## src/rtl/alu_op_sequencer_if.sv

```systemverilog
// Request and response handshake channels between an issuer and the ALU op sequencer.
// The sequencer side uses the slave modport; the issuing/writeback side uses master.
interface alu_op_sequencer_if #(
  parameter int DATA_WIDTH = 32
);
  logic                  req_valid;
  logic                  req_ready;
  logic [DATA_WIDTH-1:0] req_a;
  logic [DATA_WIDTH-1:0] req_b;
  logic [4:0]            req_sel;

  logic                  rsp_valid;
  logic                  rsp_ready;
  logic [DATA_WIDTH-1:0] rsp_data;
  logic                  rsp_carry;
  logic                  rsp_zero;
  logic                  rsp_ovf;
  logic                  rsp_neg;

  modport master (
    output req_valid,
    output req_a,
    output req_b,
    output req_sel,
    input  req_ready,
    input  rsp_valid,
    input  rsp_data,
    input  rsp_carry,
    input  rsp_zero,
    input  rsp_ovf,
    input  rsp_neg,
    output rsp_ready
  );

  modport slave (
    input  req_valid,
    input  req_a,
    input  req_b,
    input  req_sel,
    output req_ready,
    output rsp_valid,
    output rsp_data,
    output rsp_carry,
    output rsp_zero,
    output rsp_ovf,
    output rsp_neg,
    input  rsp_ready
  );
endinterface

```

## src/rtl/alu_op_sequencer.sv

```systemverilog
// Issue-side controller for the combinational Cpu_Alu: sequences single requests and
// iterates the 1-bit SLL/ROR passes B[4:0] times, then returns result and flags.
module alu_op_sequencer #(
  parameter int         DATA_WIDTH = 32,
  parameter logic [4:0] SEL_SLL    = 5'b00111,
  parameter logic [4:0] SEL_ROR    = 5'b11001
) (
  input  logic                  clk,
  input  logic                  rst_n,
  alu_op_sequencer_if.slave     bus,
  output logic [DATA_WIDTH-1:0] alu_a,
  output logic [DATA_WIDTH-1:0] alu_b,
  output logic [4:0]            alu_sel,
  input  logic [DATA_WIDTH-1:0] alu_out,
  input  logic                  alu_carry,
  input  logic                  alu_zero,
  input  logic                  alu_ovf,
  input  logic                  alu_neg,
  output logic                  busy
);

  typedef enum logic {
    IDLE = 1'b0,
    EXEC = 1'b1
  } state_t;

  state_t     state;
  logic [4:0] cnt;
  logic       ready_en;
  logic       accept;
  logic       rsp_take;
  logic       zero_shift;

  function automatic logic is_shift(input logic [4:0] sel);
    return (sel == SEL_SLL) || (sel == SEL_ROR);
  endfunction

  function automatic logic [4:0] pass_count(input logic [4:0] sel,
                                            input logic [DATA_WIDTH-1:0] b);
    return is_shift(sel) ? b[4:0] : 5'd1;
  endfunction

  // ready_en keeps req_ready low until the first clock after reset release
  assign bus.req_ready = ready_en && (state == IDLE) && (!bus.rsp_valid || bus.rsp_ready);
  assign accept        = bus.req_valid && bus.req_ready;
  assign rsp_take      = bus.rsp_valid && bus.rsp_ready;
  assign zero_shift    = is_shift(bus.req_sel) && (bus.req_b[4:0] == 5'd0);

  always_ff @(posedge clk) begin
    if (!rst_n) begin
      state         <= IDLE;
      cnt           <= '0;
      ready_en      <= 1'b0;
      busy          <= 1'b0;
      alu_a         <= '0;
      alu_b         <= '0;
      alu_sel       <= '0;
      bus.rsp_valid <= 1'b0;
      bus.rsp_data  <= '0;
      bus.rsp_carry <= 1'b0;
      bus.rsp_zero  <= 1'b0;
      bus.rsp_ovf   <= 1'b0;
      bus.rsp_neg   <= 1'b0;
    end else begin
      ready_en <= 1'b1;
      if (rsp_take) begin
        bus.rsp_valid <= 1'b0;
      end

      case (state)
        IDLE: begin
          if (accept) begin
            if (zero_shift) begin
              // Zero-count shift bypasses the ALU; operand A is the result
              bus.rsp_valid <= 1'b1;
              bus.rsp_data  <= bus.req_a;
              bus.rsp_carry <= 1'b0;
              bus.rsp_ovf   <= 1'b0;
              bus.rsp_zero  <= (bus.req_a == '0);
              bus.rsp_neg   <= bus.req_a[DATA_WIDTH-1];
            end else begin
              alu_a   <= bus.req_a;
              alu_b   <= bus.req_b;
              alu_sel <= bus.req_sel;
              cnt     <= pass_count(bus.req_sel, bus.req_b);
              state   <= EXEC;
              busy    <= 1'b1;
            end
          end
        end

        EXEC: begin
          // Each pass feeds the ALU result back as the next A operand
          alu_a <= alu_out;
          cnt   <= cnt - 5'd1;
          if (cnt == 5'd1) begin
            bus.rsp_valid <= 1'b1;
            bus.rsp_data  <= alu_out;
            bus.rsp_carry <= alu_carry;
            bus.rsp_zero  <= alu_zero;
            bus.rsp_ovf   <= alu_ovf;
            bus.rsp_neg   <= alu_neg;
            state         <= IDLE;
            busy          <= 1'b0;
          end
        end

        default: begin
          state <= IDLE;
          busy  <= 1'b0;
        end
      endcase
    end
  end

endmodule

```

## src/flat_wrapper.sv

```systemverilog
// flat-port wrapper written by rule: the top's interface ports become plain ports
module alu_op_sequencer_flat 
#(
  parameter int         DATA_WIDTH = 32,
  parameter logic [4:0] SEL_SLL    = 5'b00111,
  parameter logic [4:0] SEL_ROR    = 5'b11001
)
  (clk, rst_n, alu_a, alu_b, alu_sel, alu_out, alu_carry, alu_zero, alu_ovf, alu_neg, busy, bus_req_valid, bus_req_a, bus_req_b, bus_req_sel, bus_req_ready, bus_rsp_valid, bus_rsp_data, bus_rsp_carry, bus_rsp_zero, bus_rsp_ovf, bus_rsp_neg, bus_rsp_ready);
  alu_op_sequencer_if #(.DATA_WIDTH(DATA_WIDTH)) bus_i ();
  input  logic clk;
  input  logic rst_n;
  output logic [DATA_WIDTH-1:0] alu_a;
  output logic [DATA_WIDTH-1:0] alu_b;
  output logic [4:0] alu_sel;
  input  logic [DATA_WIDTH-1:0] alu_out;
  input  logic alu_carry;
  input  logic alu_zero;
  input  logic alu_ovf;
  input  logic alu_neg;
  output logic busy;
  input wire logic [$bits(bus_i.req_valid)-1:0] bus_req_valid;
  input wire logic [$bits(bus_i.req_a)-1:0] bus_req_a;
  input wire logic [$bits(bus_i.req_b)-1:0] bus_req_b;
  input wire logic [$bits(bus_i.req_sel)-1:0] bus_req_sel;
  output wire logic [$bits(bus_i.req_ready)-1:0] bus_req_ready;
  output wire logic [$bits(bus_i.rsp_valid)-1:0] bus_rsp_valid;
  output wire logic [$bits(bus_i.rsp_data)-1:0] bus_rsp_data;
  output wire logic [$bits(bus_i.rsp_carry)-1:0] bus_rsp_carry;
  output wire logic [$bits(bus_i.rsp_zero)-1:0] bus_rsp_zero;
  output wire logic [$bits(bus_i.rsp_ovf)-1:0] bus_rsp_ovf;
  output wire logic [$bits(bus_i.rsp_neg)-1:0] bus_rsp_neg;
  input wire logic [$bits(bus_i.rsp_ready)-1:0] bus_rsp_ready;
  assign bus_i.req_valid = bus_req_valid;
  assign bus_i.req_a = bus_req_a;
  assign bus_i.req_b = bus_req_b;
  assign bus_i.req_sel = bus_req_sel;
  assign bus_req_ready = bus_i.req_ready;
  assign bus_rsp_valid = bus_i.rsp_valid;
  assign bus_rsp_data = bus_i.rsp_data;
  assign bus_rsp_carry = bus_i.rsp_carry;
  assign bus_rsp_zero = bus_i.rsp_zero;
  assign bus_rsp_ovf = bus_i.rsp_ovf;
  assign bus_rsp_neg = bus_i.rsp_neg;
  assign bus_i.rsp_ready = bus_rsp_ready;
  alu_op_sequencer #(.DATA_WIDTH(DATA_WIDTH), .SEL_SLL(SEL_SLL), .SEL_ROR(SEL_ROR)) u_core (.clk(clk), .rst_n(rst_n), .bus(bus_i), .alu_a(alu_a), .alu_b(alu_b), .alu_sel(alu_sel), .alu_out(alu_out), .alu_carry(alu_carry), .alu_zero(alu_zero), .alu_ovf(alu_ovf), .alu_neg(alu_neg), .busy(busy));
endmodule
```

## config.mk

```make
export PLATFORM = sky130hd
export DESIGN_NAME = alu_op_sequencer_flat
export DESIGN_NICKNAME = d
export VERILOG_FILES = /design/src/rtl/alu_op_sequencer_if.sv /design/src/rtl/alu_op_sequencer.sv /design/src/flat_wrapper.sv
export SDC_FILE = /design/constraint.sdc
export NUM_CORES = 1
export LEC_CHECK = 0
export BUFFER_PORTS_ARGS = -buffer_cell sky130_fd_sc_hd__buf_2
export CAP_MARGIN = 20
export CORE_UTILIZATION = 25
export DETAILED_ROUTE_END_ITERATION = 10
export GPL_TIMING_DRIVEN = 0
export PLACE_DENSITY = 0.53
export SLEW_MARGIN = 20
export SYNTH_ARGS = -nofsm -noshare
export SYNTH_HDL_FRONTEND = slang
export SYNTH_SLANG_ARGS = --single-unit
```

## constraint.sdc

```tcl
create_clock -name clk -period 1.75 [get_ports clk]
set_input_delay 0.0875 -clock clk [delete_from_list [all_inputs] [get_ports clk]]
set_output_delay 0.0875 -clock clk [all_outputs]
set_load 0.05 [all_outputs]
```

==> results.toml <==
[synthesis]
synth_top_family_by_area = "compound AO/OA/AOI/OAI gates"
avgSynthCellArea_um2 = 8.50
netlist_instances = 622
synthMuxAreaShare_pct = 12.9
ys_types = 43
synth_compound_area_share_pct = 18.7
synth_edf_count = 0
yosys_register_bits = 114
ys_seq_area_share_pct = 43.2
synth_fa_ha_area_share_pct = 0.473
synth_nets = 733
synth_area_um2 = 5290
yosys_warnings = 0
yosys.area_share.simple_pct = 18.4
synthXorXnorAreaFrac_pct = 0.497
async_flop_share_pct = 0
ys.flop_type = "dfxtp_1"

[grt]
grt_max_degree = 17
gr-total-overflow = 0
grt_pass1_wl_um = 31900
antenna_found_initial = 3
grt_pass1_vias = 5775
grtUsageTotal_pct = 19.2

[cts]
numCtsBuffers = 17
clock_sinks = 114
clkTransAtPathRegs_ps = 60
cts_tree = "yes"
cts_root_buf = "clkbuf_16"
clock_path_buffers = 2
htree_levels = 4
clock_latency_ps = 410

[timing]
worstMarginPinSlew_ps = 643
setup_viol = 0
slew_headroom_pct = 57.1
finalHoldViolations = 0
max_freq_mhz = 590
rsz0062_at_grt = "true"
worst_slack_ps = 55.2
finalCritPeriodShare_pct = 96.8
drv_slew = 0
fin_hold_ws_ps = 18.3
final.min_clock_period_ps = 1690
finalSetupTns_ps = 0
fin_skew_ps = 5.55

[power_and_ir_drop]
power.internal_w = 0.00563
p_sw_w = 0.00247
powerDensity_nw_per_um2 = 1020
power_switching_share_pct = 30.5
p_comb_share_pct = 20.9
p_leak_nw = 3.65
irDropWorstVdd_mv = 0.549
p_seq_share_pct = 35.2
clockPowerShare_pct = 43.9

[die]
core_area_um2 = 20500
rows = 52
die_y_um = 147
die_area_um2 = 21700
start_util_pct = 25.8
num_io_pins = 217
die_w_um = 147

[layout]
final_nets = 1020
multi_input_area_um2 = 2750
area_delta_synth_final_pct = 50.5
fin_cells = 1194
nFillCells = 2162
layout-drive-gt1-share_pct = 37.2
area.sequential_um2 = 2280

[worst_setup_path]
timing.rr.end = "u_core.bus.rsp_data[14]"
ff2ff_path_depth = 8
cp.arrival_ps = 2000
critPathLaunchType = "flop"
crit_fanout = 9
crit_type = "flop to flop"
end_kind = "flop"
r2r_start = "u_core.state"
rrSetupSlack_ps = 60
worst_ep_required_time_ps = 2050

[route]
ant_nets = 0
met3WireLength_um = 1400
wl_per_cell_um = 17.5
viasPerCell = 4.85
dr.pass1.iters = 4
dr_wl_met2_um = 9610
vias = 5794
drc = 0
dr.max_layer_used = "met5"
wirelength_um = 20900
dr.first_iter.drc_count = 280
wl_met1_um = 9580

[place]
port_buffers = 216
gp_congestion = 0.790
dpl_worst_slack_ps = -332
placed_cells = 1108
dpl.hpwl_um = 14800

[min_path]
hold_depth = 3
hold_path.class = "input port to flop"
hp-start = "alu_out[10]"
hold_end = "u_core.alu_a[10]"

[outcome]
status = "finished, final reports clean"

[flow_run]
drv_cap = 0
==> Yosys cell counts (2+ instances only) <==
| cell type | n | area, um2 |
|---|---|---|
| dfxtp_1 | 114 | 2280 |
| nand2_1 | 83 | 312 |
| o21ai_0 | 72 | 360 |
| a21oi_1 | 45 | 225 |
| nor2_1 | 36 | 135 |
| nand3_1 | 34 | 170 |
| clkbuf_1 | 33 | 124 |
| mux2i_1 | 33 | 330 |
| nor3_1 | 33 | 165 |
| a211oi_1 | 32 | 240 |
| mux2_2 | 31 | 349 |
| buf_2 | 17 | 85.1 |
| nor4_1 | 7 | 43.8 |
| inv_1 | 4 | 15.0 |
| o211ai_1 | 4 | 30.0 |
| a22oi_1 | 3 | 22.5 |
| and2_1 | 3 | 18.8 |
| buf_12 | 3 | 60.1 |
| nand2b_1 | 3 | 18.8 |
| xor2_1 | 3 | 26.3 |
| a31oi_1 | 2 | 12.5 |
| and4bb_4 | 2 | 32.5 |
| buf_1 | 2 | 7.51 |
| ha_1 | 2 | 25.0 |
| nand4_1 | 2 | 12.5 |
| o32ai_1 | 2 | 17.5 |
==> routing by layer <==
metal	GRT usage, %	vias up
met5	0	-
met4	5.52	2
met3	6.20	18
met2	30.9	175
met1	24.6	2792
li1	-	2807
==> state kept, by name (all words and copies together) (netlist names) <==
name,flops
u_core.alu_a,32
u_core.alu_b,32
u_core.bus.rsp_data,32
u_core.alu_sel,5
u_core.cnt,5
u_core.bus.rsp_carry,1
u_core.bus.rsp_neg,1
u_core.bus.rsp_ovf,1
u_core.bus.rsp_valid,1
u_core.bus.rsp_zero,1
u_core.busy,1
u_core.ready_en,1
u_core.state,1
==> stage by stage <==
step	cell area, um2	util (%)	total power, W
2_1_floorplan	5290	-	0.00395
3_3_place_gp	6710	32.7	0.00445
3_5_place_dp	6710	32.7	0.00446
4_1_cts	7880	38.4	0.00817
5_1_grt	7950	38.8	0.00844
6_report	7950	38.8	0.00810
==> how the worst max path moves through the flow <==
| stage | startpoint | endpoint | slack [ps] | cells past startpoint |
|---|---|---|---|---|
| CTS | u_core.cnt[1] | u_core.bus.rsp_data[9] | -0.6 | 8 |
| floorplan | u_core.bus.rsp_valid | u_core.bus.rsp_data[0] | 8 | 6 |
| detailed placement | u_core.state | u_core.alu_a[28] | -330 | 6 |
| global route | u_core.cnt[1] | u_core.bus.rsp_data[19] | -10 | 9 |
| global placement | u_core.state | u_core.alu_a[28] | -380 | 6 |
| finish | u_core.state | u_core.bus.rsp_data[14] | 60 | 8 |
==> cells by family (layout without fill, tap and decap cells) <==
logic type                 Yosys count  count (layout)
DFF                                114             114
buffers and inverters               61             361
other                                0               2
adders and majority gates            2               2
and+or+nand+nor                    210             210
muxes                               64              64
xor gates and xnor gates             3               3
AOI/OAI and AO/OA                  168             168
==> cell type report <==
cell class / instances / share of cell area (%)
tap: 270 / 4.25
buffer: 56 / 3.85
clock inverter: 12 / 1.73
timing repair buffer: 269 / 20.8
antenna: 2 / 0.0629
multi-input combinational: 447 / 34.6
inverter: 4 / 0.189
clock buffer: 20 / 5.74
sequential: 114 / 28.7
==> layout by cell type, fill, tap and decap left out, types with 3 or more instances in the layout <==
cell type      synthesis  final
buf_2                 17    228
dfxtp_1              114    112
nand2_1               83     83
o21ai_0               72     72
a21oi_1               45     44
dlygate4sd3_1          0     40
nor2_1                36     36
nand3_1               34     33
nor3_1                33     33
mux2i_1               33     33
a211oi_1              32     32
mux2_2                31     31
clkbuf_1              33     21
clkbuf_16              0     17
clkbuf_2               1     14
buf_4                  0     10
clkinv_2               0      8
nor4_1                 7      7
buf_12                 3      4
o211ai_1               4      4
inv_1                  4      3
nand2b_1               3      3
xor2_1                 3      3
a22oi_1                3      3
bufinv_16              0      3
buf_6                  1      3
==> power by group through the flow <==
stage / Sequential [W] / Clock (W) / Combinational (W)
2_1_floorplan: 0.00338 / 0 / 0.000566
3_3_place_gp: 0.00289 / 0 / 0.00156
3_5_place_dp: 0.00290 / 0 / 0.00156
4_1_cts: 0.00285 / 0.00364 / 0.00168
5_1_grt: 0.00287 / 0.00376 / 0.00181
6_report: 0.00285 / 0.00356 / 0.00169
==> repair_timing <==
| action | in CTS | in global routing |
|---|---|---|
| setup buffers | 7 | 4 |
| hold buffers | 40 | 0 |
| pin swaps | 1 | 0 |
| endpoints found under the setup margin | 105 | 83 |
| resized for setup | 14 | 39 |
| gates cloned | 2 | 0 |
| endpoints found under the hold margin | 40 | 0 |
==> critical path, cell delays in order, from the launching register on <==
cell and delay (ps):
dfxtp_1 290, buf_4 180, nor2b_4 190, o2111a_2 270
a31oi_4 100, buf_8 170, buf_6 120, buf_16 140
mux2i_1 110
No activity file was read; power rests on OpenSTA's default activity.
